## config.mk

```make
export PLATFORM = sky130hd
export DESIGN_NAME = slice_component_scheduler
export DESIGN_NICKNAME = d
export VERILOG_FILES = /design/src/rtl/slice_component_scheduler_pkg.sv /design/src/rtl/slice_component_scheduler_comp_size_accum.sv /design/src/rtl/slice_component_scheduler.sv
export SDC_FILE = /design/constraint.sdc
export NUM_CORES = 1
export LEC_CHECK = 0
export CORE_MARGIN = 1.5
export CORE_UTILIZATION = 60
export CTS_CLUSTER_DIAMETER = 50
export DETAILED_ROUTE_END_ITERATION = 7
export DONT_BUFFER_PORTS = 1
export PLACE_DENSITY_LB_ADDON = 0.15
export SLEW_MARGIN = 15
export SYNTH_ARGS = -nofsm -noshare
export SYNTH_HDL_FRONTEND = slang
export SYNTH_SLANG_ARGS = --single-unit
```

## constraint.sdc

```tcl
create_clock -name clock -period 7.45 [get_ports clock]
set_clock_uncertainty 0.15 [all_clocks]
set_input_delay 2.235 -clock clock [delete_from_list [all_inputs] [get_ports clock]]
set_output_delay 2.235 -clock clock [all_outputs]
set_load 0.05 [all_outputs]
```

## src/rtl/slice_component_scheduler_pkg.sv

```systemverilog
// Shared types for the slice component scheduler: FSM states, component select, strobe limits.
// Pure declarations; no timing or flow control of its own.
package prores_enc_pkg;

  typedef enum logic [2:0] {
    IDLE,
    RST_Y,
    RUN_Y,
    RST_CB,
    RUN_CB,
    RST_CR,
    RUN_CR,
    DONE
  } sched_state_t;

  typedef enum logic [1:0] {
    COMP_Y,
    COMP_CB,
    COMP_CR
  } comp_sel_t;

  localparam int MAX_SB_BITS = 64;
  localparam int SB_BITS_W   = $clog2(MAX_SB_BITS + 1);

  function automatic comp_sel_t state_comp(input sched_state_t s);
    case (s)
      RST_CB, RUN_CB: return COMP_CB;
      RST_CR, RUN_CR: return COMP_CR;
      default:        return COMP_Y;
    endcase
  endfunction

endpackage

```

## src/rtl/slice_component_scheduler_comp_size_accum.sv

```systemverilog
// Per-pass bit accumulator; bytes_sat is ceil(bits/8) including this cycle's add, saturated to SIZE_W.
// One-cycle state update, no backpressure; clear wins over the stored value but not over the reported sum.
module comp_size_accum
  import prores_enc_pkg::*;
#(
  parameter int SIZE_W = 16
) (
  input  logic                 clock,
  input  logic                 reset_n,
  input  logic                 clear,
  input  logic                 add_en,
  input  logic [SB_BITS_W-1:0] add_bits,
  output logic [SIZE_W-1:0]    bytes_sat
);

  localparam logic [29:0] MAX_BYTES = 30'((64'd1 << SIZE_W) - 64'd1);

  logic [31:0] acc_q, acc_d;
  logic [31:0] sum;
  logic [32:0] sum_round;
  logic [29:0] bytes;

  always_comb begin
    sum       = acc_q + (add_en ? 32'(add_bits) : 32'd0);
    sum_round = {1'b0, sum} + 33'd7;
    bytes     = sum_round[32:3];
    bytes_sat = (bytes > MAX_BYTES) ? MAX_BYTES[SIZE_W-1:0] : bytes[SIZE_W-1:0];
    acc_d     = clear ? 32'd0 : sum;
  end

  always_ff @(posedge clock) begin
    if (!reset_n) acc_q <= '0;
    else          acc_q <= acc_d;
  end

endmodule

```

## src/rtl/slice_component_scheduler.sv

```systemverilog
// Runs one component datapath through Y, Cb, Cr passes, owning its reset and tallying coded bytes.
// RUN starts RESET_HOLD cycles after entering RST; start is ignored outside IDLE, no other backpressure.
module slice_component_scheduler
  import prores_enc_pkg::*;
#(
  parameter int RESET_HOLD = 2,
  parameter int TIMEOUT    = 65535,
  parameter int SIZE_W     = 16
) (
  input  logic              clock,
  input  logic              reset_n,
  input  logic              start,
  input  logic [31:0]       luma_block_num,
  input  logic [31:0]       chroma_block_num,
  input  logic [31:0]       y_offset,
  input  logic [31:0]       cb_offset,
  input  logic [31:0]       cr_offset,
  input  logic              sb_enable,
  input  logic [63:0]       sb_size_of_bit,
  input  logic              sb_flush,
  output logic              component_reset_n,
  output logic              comp_is_y,
  output logic [31:0]       comp_block_num,
  output logic [31:0]       comp_offset,
  output logic              busy,
  output logic              done,
  output logic              error,
  output logic [SIZE_W-1:0] y_size,
  output logic [SIZE_W-1:0] cb_size,
  output logic [SIZE_W-1:0] cr_size
);

  localparam logic [31:0] HOLD_LAST = 32'(RESET_HOLD - 1);
  localparam logic [31:0] TO_LAST   = 32'(TIMEOUT - 1);

  sched_state_t      state_q, state_d;
  logic [31:0]       hold_cnt_q, hold_cnt_d, run_cnt_q, run_cnt_d;
  logic              error_q, error_d;
  logic [SIZE_W-1:0] y_size_q, y_size_d, cb_size_q, cb_size_d, cr_size_q, cr_size_d;
  logic [31:0]       luma_q, luma_d, chroma_q, chroma_d;
  logic [31:0]       y_off_q, y_off_d, cb_off_q, cb_off_d, cr_off_q, cr_off_d;

  logic              run_active, complete, timeout, acc_clear;
  logic [SIZE_W-1:0] pass_bytes;
  logic              unused_sb_hi;

  // Only the low bits of the strobe size are meaningful; anything above 64 is out of contract.
  assign unused_sb_hi = ^sb_size_of_bit[63:SB_BITS_W];

  assign run_active = (state_q == RUN_Y) || (state_q == RUN_CB) || (state_q == RUN_CR);
  assign complete   = run_active && sb_enable && sb_flush;
  assign timeout    = run_active && !complete && (run_cnt_q == TO_LAST);

  comp_size_accum #(.SIZE_W(SIZE_W)) u_accum (
    .clock     (clock),
    .reset_n   (reset_n),
    .clear     (acc_clear),
    .add_en    (run_active && sb_enable),
    .add_bits  (sb_size_of_bit[SB_BITS_W-1:0]),
    .bytes_sat (pass_bytes)
  );

  always_comb begin
    state_d    = state_q;
    hold_cnt_d = hold_cnt_q;
    run_cnt_d  = run_cnt_q;
    error_d    = error_q;
    y_size_d   = y_size_q;
    cb_size_d  = cb_size_q;
    cr_size_d  = cr_size_q;
    luma_d     = luma_q;
    chroma_d   = chroma_q;
    y_off_d    = y_off_q;
    cb_off_d   = cb_off_q;
    cr_off_d   = cr_off_q;
    acc_clear  = 1'b0;
    case (state_q)
      IDLE: begin
        if (start) begin
          state_d    = RST_Y;
          hold_cnt_d = '0;
          error_d    = 1'b0;
          y_size_d   = '0;
          cb_size_d  = '0;
          cr_size_d  = '0;
          acc_clear  = 1'b1;
          luma_d     = luma_block_num;
          chroma_d   = chroma_block_num;
          y_off_d    = y_offset;
          cb_off_d   = cb_offset;
          cr_off_d   = cr_offset;
        end
      end
      RST_Y, RST_CB, RST_CR: begin
        if (hold_cnt_q == HOLD_LAST) begin
          hold_cnt_d = '0;
          run_cnt_d  = '0;
          case (state_q)
            RST_Y:   state_d = RUN_Y;
            RST_CB:  state_d = RUN_CB;
            default: state_d = RUN_CR;
          endcase
        end else begin
          hold_cnt_d = hold_cnt_q + 32'd1;
        end
      end
      RUN_Y, RUN_CB, RUN_CR: begin
        run_cnt_d = run_cnt_q + 32'd1;
        if (complete || timeout) begin
          acc_clear = 1'b1;
          case (state_comp(state_q))
            COMP_Y:  y_size_d  = pass_bytes;
            COMP_CB: cb_size_d = pass_bytes;
            default: cr_size_d = pass_bytes;
          endcase
          // A timed-out pass abandons the rest of the slice.
          if (timeout) begin
            error_d = 1'b1;
            state_d = DONE;
          end else begin
            case (state_q)
              RUN_Y:   state_d = RST_CB;
              RUN_CB:  state_d = RST_CR;
              default: state_d = DONE;
            endcase
          end
        end
      end
      DONE:    state_d = IDLE;
      default: state_d = IDLE;
    endcase
  end

  always_ff @(posedge clock) begin
    if (!reset_n) begin
      state_q    <= IDLE;
      hold_cnt_q <= '0;
      run_cnt_q  <= '0;
      error_q    <= 1'b0;
      y_size_q   <= '0;
      cb_size_q  <= '0;
      cr_size_q  <= '0;
      luma_q     <= '0;
      chroma_q   <= '0;
      y_off_q    <= '0;
      cb_off_q   <= '0;
      cr_off_q   <= '0;
    end else begin
      state_q    <= state_d;
      hold_cnt_q <= hold_cnt_d;
      run_cnt_q  <= run_cnt_d;
      error_q    <= error_d;
      y_size_q   <= y_size_d;
      cb_size_q  <= cb_size_d;
      cr_size_q  <= cr_size_d;
      luma_q     <= luma_d;
      chroma_q   <= chroma_d;
      y_off_q    <= y_off_d;
      cb_off_q   <= cb_off_d;
      cr_off_q   <= cr_off_d;
    end
  end

  always_comb begin
    comp_block_num = '0;
    comp_offset    = '0;
    case (state_q)
      RST_Y, RUN_Y: begin
        comp_block_num = luma_q;
        comp_offset    = y_off_q;
      end
      RST_CB, RUN_CB: begin
        comp_block_num = chroma_q;
        comp_offset    = cb_off_q;
      end
      RST_CR, RUN_CR: begin
        comp_block_num = chroma_q;
        comp_offset    = cr_off_q;
      end
      default: ;
    endcase
  end

  assign component_reset_n = run_active;
  assign comp_is_y         = (state_q == RST_Y) || (state_q == RUN_Y);
  assign busy              = (state_q != IDLE) && (state_q != DONE);
  assign done              = (state_q == DONE);
  assign error             = error_q;
  assign y_size            = y_size_q;
  assign cb_size           = cb_size_q;
  assign cr_size           = cr_size_q;

endmodule

```

; ---- Word level (Yosys, flattened, before mapping)
; Cells that the tools add are included.
[word_totals]
regBits = 308
inputBits = 229
out_inout_bits = 117
word_cells = 105
[op_classes]
add_sub_neg = 4
n_lt_le_gt_ge = 1
eq_ne = 18
n_mux = 36
bitwise_logic = 1
n_reduce_logical = 32
[ops]
columns = cell, count
row1 = $pmux 32 s2, 3
row2 = $mux 16, 8
row3 = $mux 32, 3
row4 = $pmux 16 s2, 3
row5 = $pmux 32 s3, 1
row6 = $add 32x1->32 const B, 2
row7 = $add 32x3->33 const B, 1
row8 = $add 32x32->32, 1
row9 = $eq 32x1->1 const B, 1
row10 = $eq 32x16->1 const B, 1
row11 = $gt 30x16->1 const B, 1
row12 = $reduce_and 4->1, 4
row13 = $eq 3x3->1 const B, 4
row14 = $mux 3, 4
row15 = $pmux 3 s2, 2
row16 = $pmux 3 s4, 1
row17 = $ne 2x2->1 const B, 5
row18 = $reduce_or 2->1, 5
row19 = $mux 7, 1
row20 = $eq 3x2->1 const B, 2
row21 = $reduce_and 2->1, 3
row22 = $reduce_bool 2->1, 3
row23 = $reduce_or 3->1, 2
row24 = $logic_and 1x1->1, 5
row25 = 16 further kinds, 26

; ---- Depth between registers and ports, before layout
; Gate-level depths: netlist of run 1.
[logic_depth]
word_depth = 16
ltp_mapped = 21
depth_no_buf = 16

; ---- Cells and area by module
; Synthesis of run 1 repeated with hierarchy kept, for this count alone.
[hier_totals]
cells_unflattened = 1821
area_unflattened_um2 = 14649.0
[by_module_without_submodules]
columns = mod, n_inst, cells_per_inst, area_per_inst_um2
row1 = slice_component_scheduler, 1, 1473, 11901.4
row2 = comp_size_accum, 1, 348, 2747.6

; ---- Worst setup path after synthesis of run 1
; OpenSTA, ideal clock, no wires.
[synth_timing]
path_kind = input to register
start = input sb_size_of_bit[0]
end = register cb_size_q[15] (netlist: cb_size[15])
setup_time_ns = 0.122
t_arrival_ns = 6.020
required_time_ns = 7.178
path_slack_ns = 1.158
stages = 18
cell_sequence = and3_1 > ha_1 > inv_1 > fa_1 > nand2b_1 > a211o_1 > a211oi_2 > xnor2_1 > or4_1 > clkbuf_1 > or4_1 > clkbuf_1 > nor4_2 > a2bb2o_2 > nor4_4 > buf_4 > buf_6 > a21oi_1
[synth_between]
elab_chain_len = 8
[synth_rtl]
columns = item, line
row1 = "start, declared", slice_component_scheduler.sv:19  ; input logic [63:0] sb_size_of_bit,
row2 = $mux 7 *, slice_component_scheduler_comp_size_accum.sv:24  ; sum = acc_q + (add_en ? 32'(add_bits) : 32'd0);
row3 = $add 32x32->32 *, slice_component_scheduler_comp_size_accum.sv:24
row4 = $add 32x3->33 *, slice_component_scheduler_comp_size_accum.sv:25  ; sum_round = {1'b0, sum} + 33'd7;
row5 = $gt 30x16->1, slice_component_scheduler_comp_size_accum.sv:27  ; bytes_sat = (bytes > MAX_BYTES) ? MAX_BYTES[SIZE_W-1:0] : bytes[SIZE_W-1:0];
row6 = $mux 16 *, slice_component_scheduler_comp_size_accum.sv:27
row7 = $mux 16 *, slice_component_scheduler.sv:111  ; case (state_comp(state_q))
row8 = $mux 16 *, slice_component_scheduler.sv:109  ; if (complete || timeout) begin
row9 = $pmux 16 s2 *, slice_component_scheduler.sv:77  ; case (state_q)
row10 = "end signal, assigned", slice_component_scheduler.sv:154  ; cb_size_q <= cb_size_d;
row11 = "end, declared", slice_component_scheduler.sv:39  ; logic [SIZE_W-1:0] y_size_q, y_size_d, cb_size_q, cb_size_d, cr_size_q, cr_size_d;
; Mark *: on every way between the ends. The rest lies on a longest branch, timed or not. The select of a mux whose other input is x is not followed.
; A chain may end at the register's enable or synchronous reset.

; ---- Final worst setup path of run 1
[layout_timing]
start = input sb_size_of_bit[0]
end = register y_size_q[12] (netlist: y_size[12])
[layout_between]
elab_chain_len = 8
[layout_rtl]
columns = item, line
row1 = $mux 7 *, slice_component_scheduler_comp_size_accum.sv:24
row2 = $add 32x32->32 *, slice_component_scheduler_comp_size_accum.sv:24
row3 = $add 32x3->33 *, slice_component_scheduler_comp_size_accum.sv:25
row4 = $gt 30x16->1, slice_component_scheduler_comp_size_accum.sv:27
row5 = $mux 16 *, slice_component_scheduler_comp_size_accum.sv:27
row6 = $mux 16 *, slice_component_scheduler.sv:111
row7 = $mux 16 *, slice_component_scheduler.sv:109
row8 = $pmux 16 s2 *, slice_component_scheduler.sv:77
row9 = "end signal, assigned", slice_component_scheduler.sv:153  ; y_size_q <= y_size_d;
row10 = "end, declared", slice_component_scheduler.sv:39
; Marks and branches as above.

==> impl_metrics.py, run 1 <==
metrics = {
    "power_and_ir_drop": {
        "power.leakage_nw": 5.42,
        "powerDensity_nw_per_um2": 256,
        "peakVddDrop_v": 0.000230,
    },
    "clock_tree": {
        "cts_setup_buffers": 0,
        "cts_tree": "built",
        "cts.repair.resized": 0,
        "cts_max_path_buffers": 3,
        "clock-sinks": 308,
        "hold_buffers": 0,
        "clockRootBuffer": "clkbuf_16",
        "cts_max_level": 2,
        "numCtsBuffers": 35,
        "clkTransAtPathRegs_ns": 0.06,
        "worstSkewPairLatency_ns": 0.51,
    },
    "sta": {
        "finalCritPeriodShare_pct": 86.5,
        "setup_viol": 0,
        "slew_headroom_pct": 15.8,
        "tightest_slew_ns": 1.25,
        "fin_crit_ns": 6.45,
        "fin_ws_ns": 1.00,
        "tns_ns": 0,
        "slew_viol_final": 0,
        "finalHoldViolCount": 0,
        "fmax_mhz": 155,
        "grt_setup_unrepaired": "no",
    },
    "detailed_routing": {
        "drtIter0Drc": 947,
        "viasPerCell": 5.94,
        "drtPass1Iterations": 5,
        "vias": 12300,
        "wl_mm": 37.1,
        "drc": 0,
        "ant_nets": 0,
        "wl_per_cell_um": 17.9,
    },
    "cells_and_area": {
        "drive_gt1_share_pct": 5.32,
        "diodes": 0,
        "post-route-util_pct": 66.9,
        "nNetsFinal": 1965,
        "area_growth_pct": 9.05,
    },
    "setup_path": {
        "endpoint": "y_size[12]$_SDFFE_PN0P_",
        "critical_path_class": "input pin to register",
        "crit_path_end_kind": "register",
        "rr_endpoint": "y_size[12]$_SDFFE_PN0P_",
        "critPathArrivalTime_ns": 6.68,
        "ff2ff_path_depth": 17,
        "regToRegStartpoint": "state_q[1]$_SDFFE_PN0P_",
        "reg2reg_slack_ns": 1.37,
        "crit_fanout": 48,
        "cp-start-kind": "input pin",
        "cp_data_required_time_ns": 7.69,
        "cp-startpoint": "sb_size_of_bit[0]",
    },
    "floorplanning": {
        "die_area_um2": 25100,
        "ioPinCount": 346,
        "die_y_um": 158,
        "rows": 56,
        "die_w_um": 158,
        "initial_core_util_pct": 61.3,
        "core_area_um2": 23600,
    },
    "synth": {
        "yosys.cell_count.top_type": "nand2_1",
        "synth_edf_count": 0,
        "synthFlopType": "dfxtp_1",
        "yosysTopAreaCellShare_pct": 42.6,
        "synthDistinctLibCells": 59,
        "ys_top_cells_by_count": "nand2_1 (417), dfxtp_1 (308), a21boi_0 (163)",
        "yosys_warnings": 0,
        "ys_seq_elements": 308,
        "synth_seq_area_share_pct": 42.6,
        "synthTopCellsByArea": "dfxtp_1 (43%), nand2_1 (11%), a21boi_0 (8.4%)",
        "yosys.area.top_type": "dfxtp_1",
        "syn_area_per_cell_um2": 8.06,
        "synthArstFlopShare_pct": 0,
        "syn_area_um2": 14500,
        "synthCells": 1797,
        "synth_nets": 2038,
    },
    "run_status": {
        "status": "completed",
    },
    "global_route": {
        "antenna_found_initial": 0,
        "grt_pass1_vias": 11300,
        "grt_max_degree": 189,
        "grt_pass1_wl_mm": 57.2,
        "track_usage_pct": 28.4,
        "grt_remaining_overflow": 0,
    },
    "place": {
        "place_worst_setup_slack_ns": 0.508,
        "place_hpwl_mm": 24.9,
        "place.gp.congestion": 0.836,
        "place.port_buffers": 0,
    },
    "flow_run": {
        "cap_viol_max_count": 0,
    },
    "hold_path": {
        "hold_class": "register to register",
    },
}
[report_power, final]
| part | internal (W) | total (W) | leakage (nW) | switching (W) |
|---|---|---|---|---|
| sequential | 0.00173 | 0.00178 | 2.51 | 0.0000488 |
| clock | 0.00106 | 0.00176 | 0.595 | 0.000691 |
| combinational | 0.000120 | 0.000508 | 2.32 | 0.000388 |
[cell usage in the layout (no fill, tap or decap), types with 8 or more instances in the layout]
master / synthesis / routed
clkbuf_16: 0 / 37
a31oi_1: 14 / 13
a22o_1: 32 / 32
nor3_1: 21 / 21
buf_4: 1 / 13
and3_1: 37 / 36
xnor2_1: 40 / 38
a21oi_1: 109 / 109
o21ai_1: 3 / 34
nand2_1: 417 / 417
nor2_1: 117 / 115
a21boi_0: 163 / 163
o21ai_0: 59 / 27
nor4_1: 19 / 19
and2_1: 13 / 13
and4_1: 8 / 8
inv_1: 16 / 16
dfxtp_1: 308 / 307
nor2b_1: 9 / 9
clkbuf_8: 0 / 8
nand4_1: 16 / 16
xor2_1: 51 / 51
mux2i_1: 38 / 38
nand3_1: 44 / 43
ha_1: 11 / 11
or3_1: 13 / 13
a211oi_1: 46 / 46
[sequential cells by signal, indices dropped and copies added, names as in the netlist]
register / cells
cb_off_q: 32
cb_size: 16
chroma_q: 32
cr_off_q: 32
cr_size: 16
error: 1
hold_cnt_q: 32
luma_q: 32
run_cnt_q: 32
state_q: 3
u_accum.acc_q: 32
y_off_q: 32
y_size: 16
[per-layer routing]
layer | up-vias | share of wire (%) | track usage (%)
met2 | 371 | 48 | 48.2
met5 | - | 0 | 0
met4 | 0 | 2.4 | 8.14
li1 | 6089 | - | -
met1 | 5779 | 41 | 34.3
met3 | 54 | 8.7 | 9.12
[per-stage QoR]
stage / area, um^2 / power, W / cells / hold WS, ns
after floorplan: 14500 / 0.00222 / 1797 / 0.293
after global placement: 14600 / 0.00231 / 2006 / 0.299
after detailed placement: 14600 / 0.00232 / 2006 / 0.306
after CTS: 15800 / 0.00407 / 2068 / 0.314
after global routing: 15800 / 0.00418 / 2068 / 0.326
final: 15800 / 0.00404 / 2068 / 0.309
[cell families after synthesis]
group / share of synthesized area (%)
AOI/OAI and AO/OA: 21.8
DFF: 42.6
adders and majority gates: 1.09
muxes: 2.63
xor gates and xnor gates: 5.50
buffers and inverters: 3.84
and+or+nand+nor: 22.6
[final cells by class]
type,instances,area (um^2)
clock buffers,49,1050
inverters,16,60.1
fillers,2064,7820
multi-input cells,1348,7830
repair buffers,15,138
well taps,319,399
clock inverters,13,146
flip-flops and latches,308,6170
[how the worst min path moves through the flow]
stage               cells after the start                       end                     start
floorplan                               2   y_off_q[0]$_SDFFE_PN0P_   y_off_q[0]$_SDFFE_PN0P_
global placement                        2  y_off_q[20]$_SDFFE_PN0P_  y_off_q[20]$_SDFFE_PN0P_
detailed placement                      2  cb_off_q[6]$_SDFFE_PN0P_  cb_off_q[6]$_SDFFE_PN0P_
CTS                                     2  cb_off_q[8]$_SDFFE_PN0P_  cb_off_q[8]$_SDFFE_PN0P_
global route                            2  cb_off_q[2]$_SDFFE_PN0P_  cb_off_q[2]$_SDFFE_PN0P_
finish                                  2  y_off_q[11]$_SDFFE_PN0P_  y_off_q[11]$_SDFFE_PN0P_
[worst max-delay path, stage by stage]
cell and delay [ns]:
and3_1 0.15, ha_1 0.19, inv_1 0.06, fa_1 0.39
nand2b_1 0.18, a211o_1 0.44, a211oi_2 0.28, xnor2_1 0.16
or4_1 0.68, nor4_1 0.66, mux2i_1 0.25, a2bb2o_2 0.31
nor4_4 0.27, buf_12 0.27, a31oi_1 0.12
Note: power is estimated with default switching activity, not from simulation.
==> run 2, diff against run 1 <==
--- a/config.mk
+++ b/config.mk
@@ -10,8 +10,7 @@
 export CTS_CLUSTER_DIAMETER = 50
 export DETAILED_ROUTE_END_ITERATION = 7
 export DONT_BUFFER_PORTS = 1
-export PLACE_DENSITY_LB_ADDON = 0.15
-export SLEW_MARGIN = 15
+export PLACE_DENSITY = 0.76
 export SYNTH_ARGS = -nofsm -noshare
 export SYNTH_HDL_FRONTEND = slang
 export SYNTH_SLANG_ARGS = --single-unit
==> run 2 against run 1 <==
Effect of this change: register-to-register slack barely moved; setup slack gained 0.022 ns; cell area fell by 0.71%; core utilization fell by 0.48 points; sequential power is essentially flat; total power decreased by 2.1%; combinational power hardly changed; sequential cell count unchanged; sequential share of layout area up 0.28 points; first-iteration DRC count rose by 11%; clock power fell by 5%; largest power group unchanged.
==> impl_metrics.py, run 2 (synthesized netlist as in run 1, its figures left out) <==
metrics = {
    "sta": {
        "slew_headroom_pct": 21.0,
        "fin_crit_ns": 6.43,
        "grt_setup_unrepaired": "no",
        "slew_viol_final": 0,
        "finalHoldViolCount": 0,
        "tns_ns": 0,
        "finalCritPeriodShare_pct": 86.2,
        "holdWs_ns": 0.310,
        "fmax_mhz": 156,
        "setup_viol": 0,
        "tightest_slew_ns": 1.18,
    },
    "detailed_routing": {
        "drc": 0,
        "vias": 12400,
        "drtPass1Iterations": 5,
        "wl_per_cell_um": 17.8,
        "viasPerCell": 6.01,
        "drtIter0Drc": 1054,
        "ant_nets": 0,
        "wl_mm": 36.7,
    },
    "place": {
        "place_hpwl_mm": 24.4,
        "place.port_buffers": 0,
        "placed_cell_area_um2": 14600,
        "place.gp.congestion": 0.864,
        "place_inst": 2006,
    },
    "floorplanning": {
        "die_y_um": 158,
        "core_area_um2": 23600,
        "die_w_um": 158,
        "ioPinCount": 346,
        "die_area_um2": 25100,
        "initial_core_util_pct": 61.3,
        "rows": 56,
    },
    "global_route": {
        "grt_pass1_wl_mm": 57.1,
        "track_usage_pct": 28.1,
        "grt_max_degree": 189,
        "antenna_found_initial": 2,
        "grt_remaining_overflow": 0,
        "grt_pass1_vias": 11300,
    },
    "clock_tree": {
        "cts_max_level": 2,
        "clkTransAtPathRegs_ns": 0.05,
        "cts_tree": "built",
        "numCtsBuffers": 36,
        "cts_setup_buffers": 0,
        "hold_buffers": 0,
        "cts.repair.resized": 0,
        "worstSkewPairLatency_ns": 0.52,
        "clockRootBuffer": "clkbuf_16",
        "clock-sinks": 308,
        "cts_max_path_buffers": 3,
    },
    "setup_path": {
        "max_stage_delay_ns": 0.69,
        "critical_path_class": "input pin to register",
        "path_cells": "and2_1 > nand2_1 > fa_1 > nand2b_1 > a211o_1 > a211oi_2 > xnor2_1 > or4_1 > or4_1 > mux2i_1 > a31oi_4 > buf_4 > a211oi_1 > a21oi_1",
        "cp_data_required_time_ns": 7.73,
        "crit_path_end_kind": "register",
        "slowest_stage": "or4_1",
        "cp-start-kind": "input pin",
        "cpMostUsedCell": "or4_1",
        "critPathArrivalTime_ns": 6.70,
        "crit_fanout": 20,
    },
    "cells_and_area": {
        "nFillCells": 1982,
        "diodes": 0,
        "final-seq-area_um2": 6170,
        "drive_gt1_share_pct": 4.65,
        "area_growth_pct": 8.27,
        "layout_commonest_cell": "nand2_1",
        "multi_input_area_um2": 7830,
        "layout_common_cells": "nand2_1 (417), dfxtp_1 (307), a21boi_0 (163)",
        "fin_area_um2": 15700,
        "nNetsFinal": 1966,
        "fin_cells": 2061,
    },
    "power_and_ir_drop": {
        "internal-power_w": 0.00285,
        "power.switching_w": 0.00111,
        "pwr-share-comb_pct": 12.8,
        "power_frac_clock_pct": 42.2,
        "switching_share_pct": 28.0,
        "powerDensity_nw_per_um2": 252,
        "sequentialPowerShare_pct": 45.0,
        "peakVddDrop_v": 0.000193,
        "power.leakage_nw": 5.36,
    },
    "flow_run": {
        "cap_viol_max_count": 0,
    },
    "run_status": {
        "status": "completed",
    },
    "hold_path": {
        "hold_class": "register to register",
    },
}
-- run 2: cell count changes in the layout (fill, tap and decap cells not counted), sizes merged --
cell	delta
inv	-1
clkinvlp	-1
clkinv	-4
clkbuf	-1
-- run 2: power by group through the flow --
stage                     clock network (W)  registers, W  logic, W
after global routing                0.00176       0.00179  0.000555
after global placement                    0       0.00181  0.000496
after floorplan                           0       0.00180  0.000417
after detailed placement                  0       0.00181  0.000506
final                               0.00167       0.00178  0.000506
after CTS                           0.00169       0.00178  0.000508
-- run 2: metrics by stage --
| step | power [W] | utilization, % | setup slack [ns] |
|---|---|---|---|
| detailed placement | 0.00232 | 61.8 | 0.582 |
| CTS | 0.00398 | 66.4 | 1.08 |
| global placement | 0.00231 | 61.8 | 0.640 |
| finish | 0.00396 | 66.4 | 1.02 |
| floorplan | 0.00222 | - | 1.16 |
| global route | 0.00411 | 66.4 | 0.816 |
-- run 2: per-layer routing --
layer  GRT usage [%]  vias up  share of wire, %
met5               0        -             0.074
met4            9.48        4               2.7
met3            9.66       76                10
met2            45.1      468                46
met1            35.0     5776                41
li1                -     6065                 -
-- run 2: critical path: cells and delay by family --
family	cells	cell delay (ns)
and+or+nand+nor	5	1.85
AOI/OAI and AO/OA	5	1.51
adders and majority gates	1	0.44
buffers and inverters	1	0.30
muxes	1	0.20
xor gates and xnor gates	1	0.14
-- run 2: worst paths after layout --
check	start	to	slack (ns)	depth (start not counted)
worst max register to register	state_q[1]$_SDFFE_PN0P_	cb_size[5]$_SDFFE_PN0P_	1.38	16
worst min-delay path	cr_off_q[29]$_SDFFE_PN0P_	cr_off_q[29]$_SDFFE_PN0P_	0.31	2
worst min register to register	cr_off_q[29]$_SDFFE_PN0P_	cr_off_q[29]$_SDFFE_PN0P_	0.31	2
worst max-delay path	sb_enable	cb_size[5]$_SDFFE_PN0P_	1.02	14
-- run 2: cell type report --
| class | instances | area share [%] |
|---|---|---|
| multi-input combinational | 1348 | 49.9 |
| sequential | 308 | 39.3 |
| clock buffer | 48 | 6.30 |
| tap | 319 | 2.55 |
| timing repair buffer | 15 | 0.798 |
| clock inverter | 7 | 0.702 |
| inverter | 16 | 0.383 |
==> run 3, diff against run 2 <==
--- a/config.mk
+++ b/config.mk
@@ -5,6 +5,7 @@
 export SDC_FILE = /design/constraint.sdc
 export NUM_CORES = 1
 export LEC_CHECK = 0
+export CORE_ASPECT_RATIO = 1.4
 export CORE_MARGIN = 1.5
 export CORE_UTILIZATION = 60
 export CTS_CLUSTER_DIAMETER = 50
==> run 3 against run 2 <==
Effect of this change: wire length is 0.45% lower; global-route usage grew 0.14 points; critical path depth grew 1; hold slack is essentially flat; core utilization decreased by 0.98 points; non-clock buffer count fell by 2; register-to-register slack about the same; sequential cell count did not move; sequential power hardly changed; maximum frequency rose by 2.8%; die area barely moved; highest routed layer is now met4.
==> impl_metrics.py, run 3 (synthesized netlist as in run 1, its figures left out) <==
metrics = {
    "detailed_routing": {
        "drtIter0Drc": 775,
        "ant_nets": 0,
        "wl_mm": 36.5,
        "drtPass1Iterations": 5,
        "drc": 0,
        "wl_per_cell_um": 17.8,
        "vias": 12300,
        "viasPerCell": 6.00,
    },
    "setup_path": {
        "cp-start-kind": "input pin",
        "crit_fanout": 48,
        "path_buf_inv": 2,
        "max_stage_delay_ns": 0.67,
        "critical-path-top-delay-family": "simple AND/OR/NAND/NOR gates",
        "crit_path_end_kind": "register",
        "critPathArrivalTime_ns": 6.53,
        "slowest_stage": "or4_1",
        "critical_path_class": "input pin to register",
        "path_cells": "and3_1 > ha_1 > inv_1 > fa_1 > nand2b_1 > a211o_1 > a211oi_2 > xnor2_1 > or4_1 > or4_1 > nor4_2 > a2bb2o_2 > nor4_4 > buf_12 > a21oi_1",
        "cpMostUsedCell": "or4_1",
        "cp_data_required_time_ns": 7.73,
    },
    "sta": {
        "tns_ns": 0,
        "grt_setup_unrepaired": "no",
        "fmax_mhz": 160,
        "slew_viol_final": 0,
        "fin_crit_ns": 6.25,
        "slew_headroom_pct": 22.9,
        "finalHoldViolCount": 0,
        "finalCritPeriodShare_pct": 83.9,
        "tightest_slew_ns": 1.16,
        "setup_viol": 0,
    },
    "clock_tree": {
        "cts_max_path_buffers": 3,
        "numCtsBuffers": 30,
        "cts_max_level": 1,
        "cts.repair.resized": 0,
        "cts_setup_buffers": 0,
        "cts_tree": "built",
        "clock-sinks": 308,
        "worstSkewPairLatency_ns": 0.56,
        "clockRootBuffer": "clkbuf_16",
        "clkTransAtPathRegs_ns": 0.06,
        "hold_buffers": 0,
    },
    "place": {
        "place.port_buffers": 0,
        "place_inst": 1995,
        "placed_cell_area_um2": 14600,
        "place.gp.congestion": 0.868,
        "place_hpwl_mm": 24.8,
    },
    "global_route": {
        "grt_pass1_wl_mm": 58.5,
        "grt_remaining_overflow": 0,
        "antenna_found_initial": 0,
        "track_usage_pct": 28.2,
        "grt_pass1_vias": 11700,
        "grt_max_degree": 189,
    },
    "floorplanning": {
        "die_area_um2": 25100,
        "die_y_um": 187,
        "ioPinCount": 346,
        "initial_core_util_pct": 60.8,
        "rows": 67,
        "core_area_um2": 23800,
        "die_w_um": 134,
    },
    "cells_and_area": {
        "layout_common_cells": "nand2_1 (417), dfxtp_1 (307), a21boi_0 (163)",
        "nFillCells": 2062,
        "fin_cells": 2051,
        "layout_commonest_cell": "nand2_1",
        "nNetsFinal": 1958,
        "diodes": 0,
        "drive_gt1_share_pct": 4.82,
        "area_growth_pct": 7.56,
        "fin_area_um2": 15600,
    },
    "power_and_ir_drop": {
        "power.leakage_nw": 5.31,
        "peakVddDrop_v": 0.000272,
        "powerDensity_nw_per_um2": 245,
    },
    "flow_run": {
        "cap_viol_max_count": 0,
    },
    "hold_path": {
        "hold_class": "register to register",
    },
    "run_status": {
        "status": "completed",
    },
}
-- run 3: cell types whose count changed in the layout (fill, tap and decap cells not counted), sizes merged --
cell	previous run	this run
bufinv	2	1
clkbuf	48	46
clkinvlp	0	2
inv	18	17
buf	15	13
clkinv	3	6
-- run 3: through the flow --
step	hold slack, ns	setup WS, ns	utilization (%)	power (W)
floorplan	0.293	1.16	-	0.00222
global placement	0.299	0.724	61.2	0.00231
detailed placement	0.306	0.661	61.2	0.00232
CTS	0.315	1.25	65.4	0.00384
global route	0.327	0.938	65.4	0.00396
finish	0.310	1.20	65.4	0.00382
-- run 3: where the power goes --
group          internal (W)  switching [W]
clock              0.000881       0.000650
sequential          0.00173      0.0000498
combinational      0.000120       0.000383
total               0.00273        0.00108
-- run 3: final timing paths --
kind / endpoint / from / slack, ns / cells after the start
max: cr_size[1]$_SDFFE_PN0P_ / sb_enable / 1.20 / 15
max reg2reg: cr_size[1]$_SDFFE_PN0P_ / state_q[1]$_SDFFE_PN0P_ / 1.39 / 18
min reg2reg: cr_off_q[1]$_SDFFE_PN0P_ / cr_off_q[1]$_SDFFE_PN0P_ / 0.31 / 2
min: cr_off_q[1]$_SDFFE_PN0P_ / cr_off_q[1]$_SDFFE_PN0P_ / 0.31 / 2
-- run 3: layout make-up --
class                           count  area [um^2]  share of cell area, %
Clock inverter                     10          105                  0.675
Inverter                           16         60.1                  0.386
Multi-Input combinational cell   1348         7840                   50.3
Tap cell                          310          388                   2.49
Clock buffer                       46          911                   5.85
Sequential cell                   308         6170                   39.6
Timing Repair Buffer               13          110                  0.707
-- run 3: worst reg2reg max path: stages (launching register included) --
cell and delay [ns]:
dfxtp_1 0.65, nor2_1 0.24, nor2_2 0.27, buf_4 0.29, and3_1 0.20, ha_1 0.18, inv_1 0.06, fa_1 0.39
nand2b_1 0.18, a211o_1 0.45, a211oi_2 0.26, xnor2_1 0.13, or4_1 0.67, or4_1 0.66, nor4_2 0.18, a2bb2o_2 0.31
nor4_4 0.27, buf_12 0.27, a21oi_1 0.15
-- run 3: metal layers --
metal	wire (um)	track usage [%]
met3	2900	8.48
met5	0	0
met2	18100	48.6
met4	1730	12.5
met1	13800	31.9
